==> src/rtl/sap_microsequencer_if.sv <==
`default_nettype none
// ============================================================================
//  Module      : sap_microsequencer_if
//  Description : Bundle between the instruction register / run-step controls
//                and the SAP microsequencer.
//                  run        - free-run enable
//                  step       - single-step request (one T-state per high)
//                  opcode     - opcode from the instruction register
//                  ctrl_word  - {Cp,Ep,Lm,Ce,Li,Ei,La,Ea,Su,Eu,Lb,Lo}
//                  t_state    - one-hot T-state issued this cycle
//                  instr_done - last T-state of an instruction issued
//                  halted     - sticky, set by HLT
//                  illegal    - sticky, set by an undefined opcode
//                master drives run/step/opcode; slave is the sequencer.
//  Revision    : 1.0 - initial release
// ============================================================================
interface sap_microsequencer_if #(
    parameter int NUM_T    = 6,
    parameter int OPCODE_W = 4
);
    logic                run;
    logic                step;
    logic [OPCODE_W-1:0] opcode;
    logic [11:0]         ctrl_word;
    logic [NUM_T-1:0]    t_state;
    logic                instr_done;
    logic                halted;
    logic                illegal;

    modport master (
        output run, step, opcode,
        input  ctrl_word, t_state, instr_done, halted, illegal
    );

    modport slave (
        input  run, step, opcode,
        output ctrl_word, t_state, instr_done, halted, illegal
    );
endinterface
`default_nettype wire

==> src/rtl/sap_microsequencer.sv <==
`default_nettype none
// ============================================================================
//  Module      : sap_microsequencer
//  Description : SAP-class control sequencer. A one-hot ring of NUM_T
//                T-states (legal range 6..16) drives an opcode-decoded
//                microcode table. All state moves on the falling edge of clk
//                so the datapath can act on the control word at the
//                following rising edge.
//  Ports       : clk    - system clock (sequencer acts on the falling edge)
//                reset  - asynchronous, active-high
//                bus    - sap_microsequencer_if.slave (run, step, opcode in;
//                         ctrl_word, t_state, instr_done, halted, illegal out)
//  Parameters  : NUM_T     - ring length; states above T6 issue zero
//                OPCODE_W  - opcode width; bits above 3 must be zero
//                EARLY_END - 1: return to T1 after the last active state
//                            0: always walk all NUM_T states
//  Revision    : 1.0 - initial release
// ============================================================================
module sap_microsequencer #(
    parameter int NUM_T     = 6,
    parameter int OPCODE_W  = 4,
    parameter int EARLY_END = 1
) (
    input  wire logic            clk,
    input  wire logic            reset,
    sap_microsequencer_if.slave  bus
);

    // Control word bit positions, MSB..LSB = Cp,Ep,Lm,Ce,Li,Ei,La,Ea,Su,Eu,Lb,Lo
    localparam logic [11:0] c_CP = 12'h800;
    localparam logic [11:0] c_EP = 12'h400;
    localparam logic [11:0] c_LM = 12'h200;
    localparam logic [11:0] c_CE = 12'h100;
    localparam logic [11:0] c_LI = 12'h080;
    localparam logic [11:0] c_EI = 12'h040;
    localparam logic [11:0] c_LA = 12'h020;
    localparam logic [11:0] c_EA = 12'h010;
    localparam logic [11:0] c_SU = 12'h008;
    localparam logic [11:0] c_EU = 12'h004;
    localparam logic [11:0] c_LB = 12'h002;
    localparam logic [11:0] c_LO = 12'h001;

    localparam logic [NUM_T-1:0] c_T1 = {{(NUM_T-1){1'b0}}, 1'b1};

    typedef enum logic [0:0] {
        ST_ACTIVE = 1'b0,
        ST_HALTED = 1'b1
    } state_t;

    typedef enum logic [2:0] {
        OC_NOP = 3'd0,
        OC_LDA = 3'd1,
        OC_ADD = 3'd2,
        OC_SUB = 3'd3,
        OC_OUT = 3'd4,
        OC_HLT = 3'd5,
        OC_ILL = 3'd6
    } op_class_t;

    state_t              r_state;
    state_t              w_state_nxt;
    logic [NUM_T-1:0]    r_ring;
    logic [NUM_T-1:0]    w_ring_nxt;
    logic [OPCODE_W-1:0] r_op_held;
    logic [OPCODE_W-1:0] w_op;
    op_class_t           w_class;
    logic                w_upper_bad;
    logic                w_go;
    logic                w_is_t4;
    logic                w_last;
    logic                w_capture;
    logic                w_ill_set;
    logic                w_done_nxt;
    logic [11:0]         w_word;
    logic [11:0]         w_ctrl_nxt;
    logic [NUM_T-1:0]    w_tstate_nxt;

    logic [11:0]         r_ctrl;
    logic [NUM_T-1:0]    r_tstate;
    logic                r_done;
    logic                r_illegal;

    // Halted is folded into the FSM state, so only run/step matter here.
    assign w_go    = bus.run | bus.step;
    assign w_is_t4 = r_ring[3];

    // T4 decodes the live opcode; later states use the copy captured at T4
    // so an IR change mid-instruction cannot corrupt the execute phase.
    assign w_op = w_is_t4 ? bus.opcode : r_op_held;

    generate
        if (OPCODE_W > 4) begin : g_upper_bits
            assign w_upper_bad = |w_op[OPCODE_W-1:4];
        end else begin : g_no_upper_bits
            assign w_upper_bad = 1'b0;
        end
    endgenerate

    always_comb begin
        w_class = OC_ILL;
        if (!w_upper_bad) begin
            case (w_op[3:0])
                4'h0:    w_class = OC_NOP;
                4'h1:    w_class = OC_LDA;
                4'h2:    w_class = OC_ADD;
                4'h3:    w_class = OC_SUB;
                4'hE:    w_class = OC_OUT;
                4'hF:    w_class = OC_HLT;
                default: w_class = OC_ILL;
            endcase
        end
    end

    // Microcode table; anything past T6 falls through to zero.
    always_comb begin
        w_word = '0;
        if (r_ring[0]) begin
            w_word = c_EP | c_LM;
        end else if (r_ring[1]) begin
            w_word = c_CP;
        end else if (r_ring[2]) begin
            w_word = c_CE | c_LI;
        end else if (r_ring[3]) begin
            case (w_class)
                OC_LDA, OC_ADD, OC_SUB: w_word = c_EI | c_LM;
                OC_OUT:                 w_word = c_EA | c_LO;
                default:                w_word = '0;
            endcase
        end else if (r_ring[4]) begin
            case (w_class)
                OC_LDA:         w_word = c_CE | c_LA;
                OC_ADD, OC_SUB: w_word = c_CE | c_LB;
                default:        w_word = '0;
            endcase
        end else if (r_ring[5]) begin
            case (w_class)
                OC_ADD:  w_word = c_EU | c_LA;
                OC_SUB:  w_word = c_SU | c_EU | c_LA;
                default: w_word = '0;
            endcase
        end
    end

    // Last state of the current instruction: its final active state with
    // early return, otherwise the top of the ring.
    always_comb begin
        w_last = r_ring[NUM_T-1];
        if (EARLY_END != 0) begin
            case (w_class)
                OC_LDA:         w_last = r_ring[4];
                OC_ADD, OC_SUB: w_last = r_ring[5];
                default:        w_last = r_ring[3];
            endcase
        end
    end

    always_comb begin
        w_state_nxt  = r_state;
        w_ring_nxt   = r_ring;
        w_ctrl_nxt   = '0;
        w_tstate_nxt = '0;
        w_done_nxt   = 1'b0;
        w_ill_set    = 1'b0;
        w_capture    = 1'b0;
        case (r_state)
            ST_ACTIVE: begin
                if (w_go) begin
                    w_tstate_nxt = r_ring;
                    w_capture    = w_is_t4;
                    if (w_is_t4 && (w_class == OC_HLT)) begin
                        // HLT issues a zero word and freezes the ring at T4.
                        w_state_nxt = ST_HALTED;
                    end else begin
                        w_ctrl_nxt = w_word;
                        w_done_nxt = w_last;
                        w_ill_set  = w_is_t4 && (w_class == OC_ILL);
                        w_ring_nxt = w_last ? c_T1 : {r_ring[NUM_T-2:0], 1'b0};
                    end
                end
            end
            ST_HALTED: begin
                w_state_nxt = ST_HALTED;
            end
            default: begin
                w_state_nxt = ST_ACTIVE;
            end
        endcase
    end

    always_ff @(negedge clk or posedge reset) begin
        if (reset) begin
            r_state <= ST_ACTIVE;
            r_ring  <= c_T1;
        end else begin
            r_state <= w_state_nxt;
            r_ring  <= w_ring_nxt;
        end
    end

    always_ff @(negedge clk or posedge reset) begin
        if (reset) begin
            r_ctrl    <= '0;
            r_tstate  <= '0;
            r_done    <= 1'b0;
            r_illegal <= 1'b0;
            r_op_held <= '0;
        end else begin
            r_ctrl    <= w_ctrl_nxt;
            r_tstate  <= w_tstate_nxt;
            r_done    <= w_done_nxt;
            r_illegal <= r_illegal | w_ill_set;
            if (w_capture) begin
                r_op_held <= bus.opcode;
            end
        end
    end

    assign bus.ctrl_word  = r_ctrl;
    assign bus.t_state    = r_tstate;
    assign bus.instr_done = r_done;
    assign bus.halted     = (r_state == ST_HALTED);
    assign bus.illegal    = r_illegal;

endmodule
`default_nettype wire

==> src/flat_wrapper.sv <==
// flat-port wrapper written by rule: the top's interface ports become plain ports
module sap_microsequencer_flat 
#(
    parameter int NUM_T     = 6,
    parameter int OPCODE_W  = 4,
    parameter int EARLY_END = 1
)
  (clk, reset, bus_run, bus_step, bus_opcode, bus_ctrl_word, bus_t_state, bus_instr_done, bus_halted, bus_illegal);
  sap_microsequencer_if #(.NUM_T(NUM_T), .OPCODE_W(OPCODE_W)) bus_i ();
  input  wire logic clk;
  input  wire logic reset;
  input wire logic [$bits(bus_i.run)-1:0] bus_run;
  input wire logic [$bits(bus_i.step)-1:0] bus_step;
  input wire logic [$bits(bus_i.opcode)-1:0] bus_opcode;
  output wire logic [$bits(bus_i.ctrl_word)-1:0] bus_ctrl_word;
  output wire logic [$bits(bus_i.t_state)-1:0] bus_t_state;
  output wire logic [$bits(bus_i.instr_done)-1:0] bus_instr_done;
  output wire logic [$bits(bus_i.halted)-1:0] bus_halted;
  output wire logic [$bits(bus_i.illegal)-1:0] bus_illegal;
  assign bus_i.run = bus_run;
  assign bus_i.step = bus_step;
  assign bus_i.opcode = bus_opcode;
  assign bus_ctrl_word = bus_i.ctrl_word;
  assign bus_t_state = bus_i.t_state;
  assign bus_instr_done = bus_i.instr_done;
  assign bus_halted = bus_i.halted;
  assign bus_illegal = bus_i.illegal;
  sap_microsequencer #(.NUM_T(NUM_T), .OPCODE_W(OPCODE_W), .EARLY_END(EARLY_END)) u_core (.clk(clk), .reset(reset), .bus(bus_i));
endmodule
==> config.mk <==
export PLATFORM = sky130hd
export DESIGN_NAME = sap_microsequencer_flat
export DESIGN_NICKNAME = d
export VERILOG_FILES = /design/src/rtl/sap_microsequencer_if.sv /design/src/rtl/sap_microsequencer.sv /design/src/flat_wrapper.sv
export SDC_FILE = /design/constraint.sdc
export NUM_CORES = 1
export LEC_CHECK = 0
export ABC_AREA = 0
export CORE_MARGIN = 8
export CORE_UTILIZATION = 52
export DETAILED_ROUTE_END_ITERATION = 10
export PLACE_DENSITY = 0.93
export SKIP_CTS_REPAIR_TIMING = 1
export SLEW_MARGIN = 20
export SYNTH_ARGS = -nofsm -noshare
export SYNTH_HDL_FRONTEND = slang
export SYNTH_SLANG_ARGS = --single-unit
==> constraint.sdc <==
create_clock -name clk -period 3.4 [get_ports clk]
set_clock_uncertainty 0.05 [all_clocks]
set_input_delay 1.02 -clock clk [delete_from_list [all_inputs] [get_ports clk]]
set_output_delay 1.02 -clock clk [all_outputs]
set_load 0.01 [all_outputs]
==> results of run 1 <==
## per-layer routing
metal / wire [um] / track usage, %
met1: 1430 / 16.4
met2: 2120 / 30.5
met3: 352 / 5.44
met4: 137 / 10.1
met5: 0 / 0
## synth_stat cells (2+ instances only)
library cell and n:
and2_1 2, buf_4 2, dfrtn_1 29, inv_1 9, mux2_2 4, mux2i_1 5
nand2_1 6, nand3_1 3, nor2_1 12, nor3_1 8, nor3b_1 2, o21ai_0 2
o31ai_1 2, or3_1 2
## cells by family after synthesis
| group | Yosys count | share of synthesized area [%] |
|---|---|---|
| mux | 10 | 8.60 |
| flops | 30 | 59.4 |
| simple gates | 42 | 17.5 |
| buf+inv | 12 | 4.25 |
| compound gates | 13 | 10.3 |
## flip-flops by register name (all words and copies together), names as in the netlist
signal                 count
u_core.bus.instr_done      1
u_core.bus.t_state         6
u_core.bus.illegal         1
u_core.bus.halted          1
u_core.bus.ctrl_word      11
u_core.r_op_held           4
u_core.r_ring              6
## final cells by class
type | instances | share of cell area (%)
Sequential cell | 30 | 38.9
Multi-Input combinational cell | 66 | 32.4
Timing Repair Buffer | 53 | 21.8
Clock buffer | 6 | 2.65
Tap cell | 30 | 1.94
Inverter | 8 | 1.55
Clock inverter | 3 | 0.777
## stage by stage
stage | cell area, um2 | setup TNS [ns] | utilization (%) | std cells
final | 1930 | -6.04 | 81.0 | 196
after global routing | 1930 | -7.04 | 81.0 | 196
after CTS | 1880 | -25.08 | 78.9 | 191
after detailed placement | 1820 | -27.82 | 76.3 | 183
after global placement | 1820 | -26.50 | 76.3 | 183
after floorplan | 1350 | -3.61 | - | 107
## final timing paths
check | start | end | cells past startpoint | slack [ns]
max | u_core.bus.ctrl_word[4] | bus_ctrl_word[0] | 1 | -0.29
min | u_core.bus.illegal | u_core.bus.illegal | 2 | 0.40
max reg2reg | u_core.r_ring[3] | u_core.r_ring[0] | 5 | 1.25
min reg2reg | u_core.bus.illegal | u_core.bus.illegal | 2 | 0.40
max in group asynchronous | reset | u_core.bus.ctrl_word[6] | 3 | 0.41
min in group asynchronous | reset | u_core.r_op_held[2] | 3 | 2.71
## power by group
group | switching (mW) | leakage (nW) | internal (mW) | total (mW)
logic | 0.0198 | 0.544 | 0.0193 | 0.0391
registers | 0.00122 | 0.405 | 0.360 | 0.361
clock network | 0.137 | 0.0439 | 0.101 | 0.238
## placed cells by master (no fill, tap or decap), types with 2 or more instances in the layout
cell type	Yosys	final
buf_6	0	11
nor3_1	8	4
o31ai_1	2	2
buf_4	2	23
dfrtn_1	29	29
mux2i_4	0	2
inv_1	9	9
mux2_4	0	4
mux2i_1	5	4
nand2_1	6	5
buf_2	1	16
nor2_1	12	11
nand3_1	3	2
clkbuf_4	0	5
and2_1	2	2
nor3_2	0	3
==> flow_summary.yaml, run 1 <==
outcome:
  run_status: "complete, but fails checks"
  violations: "setup timing"
critical_path:
  crit_fanout: 2
  cp.required_ns: 2.33
  path_buf_inv: 1
  cp_cell_sequence: "buf_2"
  cp_data_arrival_time_ns: 2.62
  criticalPathCategory: "flop to output pin"
  slowest_delay_ns: 0.44
  cp_top_family: "flip-flops"
  end_kind: "output pin"
  startpoint_type: "flop"
  cp_slowest_cell: "dfrtn_1"
sta:
  slew_viol_final: 0
  hold_viol: 0
  rsz0062_at_grt: "yes"
  worstMarginPinSlew_ns: 0.741
  setup_violations: 35
  finalHoldWorstSlack_ns: 0.402
  setup_slack_ns: -0.286
  slew_headroom_pct: 50.6
clock_network:
  cts_buffers: 5
  clk_latency_ns: 0.38
  clock-root-buffer: "clkbuf_4"
  htreeDepth: 2
  cts.sinks: 30
  cts_tree: "done"
  clkSlewWorstSetupHoldPaths_ns: 0.07
  clk_path_buf_depth: 2
yosys:
  synth_ff_type: "dfrtn_1"
  yosysWarnings: 0
  synth_edf_count: 0
  synth-seq-cells: 30
  synth_top_area_share_pct: 57.3
  synthCells: 107
  synthArstFlopShare_pct: 100
  yosysUniqueCellTypes: 33
  syn_nets: 115
  syn_area_um2: 1270
  ys_seq_area_share_pct: 59.4
  ys_top_cells_by_area: "dfrtn_1, mux2i_1, mux2_2"
  syn_area_per_cell_um2: 11.8
  synth_top_cell_by_area: "dfrtn_1"
floorplanning:
  initial_utilization_pct: 53.0
  dieArea_um2: 4270
  rows: 18
  die_h_um: 65.3
  die_x_um: 65.3
  io_pins: 29
  coreArea_um2: 2390
pwr:
  power.total_mw: 0.638
  pwr_density_cell_nw_per_um2: 330
  irDropWorstVdd_uv: 301
  leakagePower_nw: 0.993
detailed_routing:
  postRouteAntennaNets: 0
  drt_wl_total_um: 4040
  drt_iter0_markers: 81
  vias_per_cell: 5.70
  dr.pass1.iters: 4
  via_count: 1117
  drc: 0
  wire_per_inst_um: 20.6
finish:
  nets: 173
  final_layout_size_suffix_gt1_share_pct: 52.4
  diodes: 0
  fillCellCount: 129
  multiInputGateArea_um2: 626
  syn_to_final_growth_pct: 52.7
  regArea_um2: 752
global_route:
  grt_pass1_vias: 1090
  grt_overflow_total: 0
  grt_pass1_wl_um: 5290
  antenna_found_initial: 0
  grt_usage_pct: 16.9
  grt_max_degree: 13
place:
  io_buffers: 28
  gp_congestion: 0.828
  dp_hpwl_um: 2450
  dpl_worst_slack_ns: -0.955
hold_path:
  hold_path.class: "flop to flop"
flow_run:
  cap_violations: 0
Note: power is estimated with default switching activity, not from simulation.
==> run 2: changes to the inputs <==
ABC_AREA = 1   (was 0)
CORE_UTILIZATION = 53   (was 52)
PLACE_DENSITY = 0.94   (was 0.93)
==> run 2 against run 1 <==
The run still ends with setup timing left. Combinational power grew to 3.0 times the previous value. Register-to-register slack lost 0.09 ns. Sequential power grew 4%. Synthesized cell count grew 37%. Hold slack lost 0.028 ns. Setup slack gained 0.026 ns. Total power grew 11%. Global-route usage shrank 0.24 points. Via count grew 23%. Critical path depth is the same. Design area grew 3.4%. Largest power group unchanged.
==> flow_summary.yaml, run 2 <==
yosys:
  syn_area_um2: 1360
  synth-seq-cells: 30
  syn_area_per_cell_um2: 9.22
  synthArstFlopShare_pct: 100
  synth_top_area_share_pct: 53.6
  synth_top_cell_by_area: "dfrtn_1"
  synth_edf_count: 0
  synthXorXnorAreaFrac_pct: 0
  synth-compound-area-share_pct: 3.05
  synthSimpleGateAreaFrac_pct: 34.8
  yosysWarnings: 0
  ys_seq_area_share_pct: 55.5
  synth_fa_ha_area_share_pct: 0
  synth_top_family_by_area: "simple AND/OR/NAND/NOR gates"
  ys_top_cells_by_area: "dfrtn_1, nand2_1, nor2_1"
  synth_common_cells: "nand2_1, dfrtn_1, nor2_1, inv_1, nand3_1"
  synth_most_common_cell: "nand2_1"
  synth_ff_type: "dfrtn_1"
  synthMuxAreaShare_pct: 0
  yosysUniqueCellTypes: 26
  syn_nets: 155
  synthCells: 147
clock_network:
  clkSlewWorstSetupHoldPaths_ns: 0.06
  clock-root-buffer: "clkbuf_4"
  clk_latency_ns: 0.40
  cts_buffers: 5
  clk_path_buf_depth: 2
  cts_tree: "done"
  cts.sinks: 30
  htreeDepth: 2
outcome:
  run_status: "complete, but fails checks"
  violations: "setup timing"
pwr:
  seq_power_share_pct: 53.0
  internal-power_mw: 0.491
  irDropWorstVdd_uv: 373
  pwr_density_cell_nw_per_um2: 354
  clkPwrFrac_pct: 30.4
  switchingPower_mw: 0.216
  leakagePower_nw: 1.05
  sw_frac_of_total_pct: 30.6
  p_comb_share_pct: 16.6
critical_path:
  cp_data_arrival_time_ns: 2.59
  startpoint_type: "flop"
  cp_slowest_cell: "dfrtn_1"
  path_buf_inv: 1
  criticalPathCategory: "flop to output pin"
  end_kind: "output pin"
  slowest_delay_ns: 0.42
  cp_top_family: "flip-flops"
  crit_fanout: 2
  cp_cell_sequence: "buf_2"
  cp.required_ns: 2.33
detailed_routing:
  dr.pass1.iters: 5
  vias_per_cell: 5.76
  wire_per_inst_um: 19.7
  drc: 0
  drt_wl_total_um: 4680
  postRouteAntennaNets: 0
  via_count: 1370
  drt_iter0_markers: 73
place:
  io_buffers: 28
  postPlaceCellArea_um2: 1840
  gp_congestion: 0.838
  dpl_worst_slack_ns: -0.908
  dp_hpwl_um: 2600
finish:
  post-route-util_pct: 81.4
  layout_common_cells: "nand2_1, dfrtn_1, buf_4, buf_2, nor2_1"
  fillCellCount: 135
  diodes: 0
  final_layout_size_suffix_gt1_share_pct: 50.5
  largest_reg_flops: 11
  syn_to_final_growth_pct: 47.6
  nets: 215
  final_common_cell: "nand2_1"
  design_area_um2: 2000
floorplanning:
  io_pins: 29
  dieArea_um2: 4430
  die_x_um: 66.6
  rows: 18
  initial_utilization_pct: 55.2
  die_h_um: 66.6
  coreArea_um2: 2450
sta:
  setup_violations: 31
  fin_setup_tns_ns: -5.67
  rsz0062_at_grt: "yes"
  slew_headroom_pct: 55.3
  hold_viol: 0
  slew_viol_final: 0
  worstMarginPinSlew_ns: 0.670
  finalHoldWorstSlack_ns: 0.374
  setup_slack_ns: -0.260
global_route:
  grt_overflow_total: 0
  grt_usage_pct: 16.6
  grt_pass1_vias: 1217
  antenna_found_initial: 0
  grt_pass1_wl_um: 5490
  grt_max_degree: 12
flow_run:
  cap_violations: 0
hold_path:
  hold_path.class: "flop to flop"
==> run 2: final cells by class <==
type / instances / area [um2] / share of cell area, %
Sequential cell: 30 / 752 / 37.6
Inverter: 18 / 82.6 / 4.13
Timing Repair Buffer: 55 / 437 / 21.8
Tap cell: 30 / 37.5 / 1.88
Clock buffer: 5 / 37.5 / 1.88
Multi-Input combinational cell: 96 / 633 / 31.7
Clock inverter: 4 / 20.0 / 1.00
==> run 2: worst reg2reg max path: cells and delay by family (launching register included) <==
family                 cells  cell delay [ns]
DFF                        1             0.84
and+or+nand+nor            7             0.93
buffers and inverters      2             0.26
==> run 2: worst paths after layout <==
check	startpoint	endpoint	slack (ns)	depth (start not counted)
setup / recovery	u_core.bus.ctrl_word[4]	bus_ctrl_word[4]	-0.26	1
hold / removal	u_core.r_op_held[1]	u_core.r_op_held[1]	0.37	2
setup reg to reg	u_core.r_ring[3]	u_core.r_ring[5]	1.16	9
hold reg to reg	u_core.r_op_held[1]	u_core.r_op_held[1]	0.37	2
max in group asynchronous	reset	u_core.bus.ctrl_word[3]	0.42	3
min in group asynchronous	reset	u_core.bus.instr_done	2.66	3
==> run 2: cells by family (layout without fill, tap and decap cells) <==
logic type / count (synthesis) / count (layout)
compound gates: 7 / 7
simple gates: 89 / 89
flops: 30 / 30
buf+inv: 21 / 82
==> run 2: stage by stage <==
| step | total power, mW | instances |
|---|---|---|
| after global placement | 0.461 | 221 |
| after global routing | 0.732 | 238 |
| after floorplan | 0.432 | 147 |
| final | 0.708 | 238 |
| after CTS | 0.669 | 229 |
| after detailed placement | 0.467 | 221 |
==> run 2: power groups by stage <==
stage	registers, mW	clock network, mW	logic [mW]
6_report	0.375	0.215	0.117
5_1_grt	0.375	0.232	0.125
4_1_cts	0.373	0.212	0.0843
3_5_place_dp	0.379	0.00368	0.0840
3_3_place_gp	0.379	0.00368	0.0790
2_1_floorplan	0.375	0.00368	0.0530
==> run 2: metal layers <==
layer  routed length (um)  global-route usage, %
met1                 1730                   18.0
met2                 2330                   27.0
met3                  418                   4.87
met4                  204                   12.3
met5                    0                      0
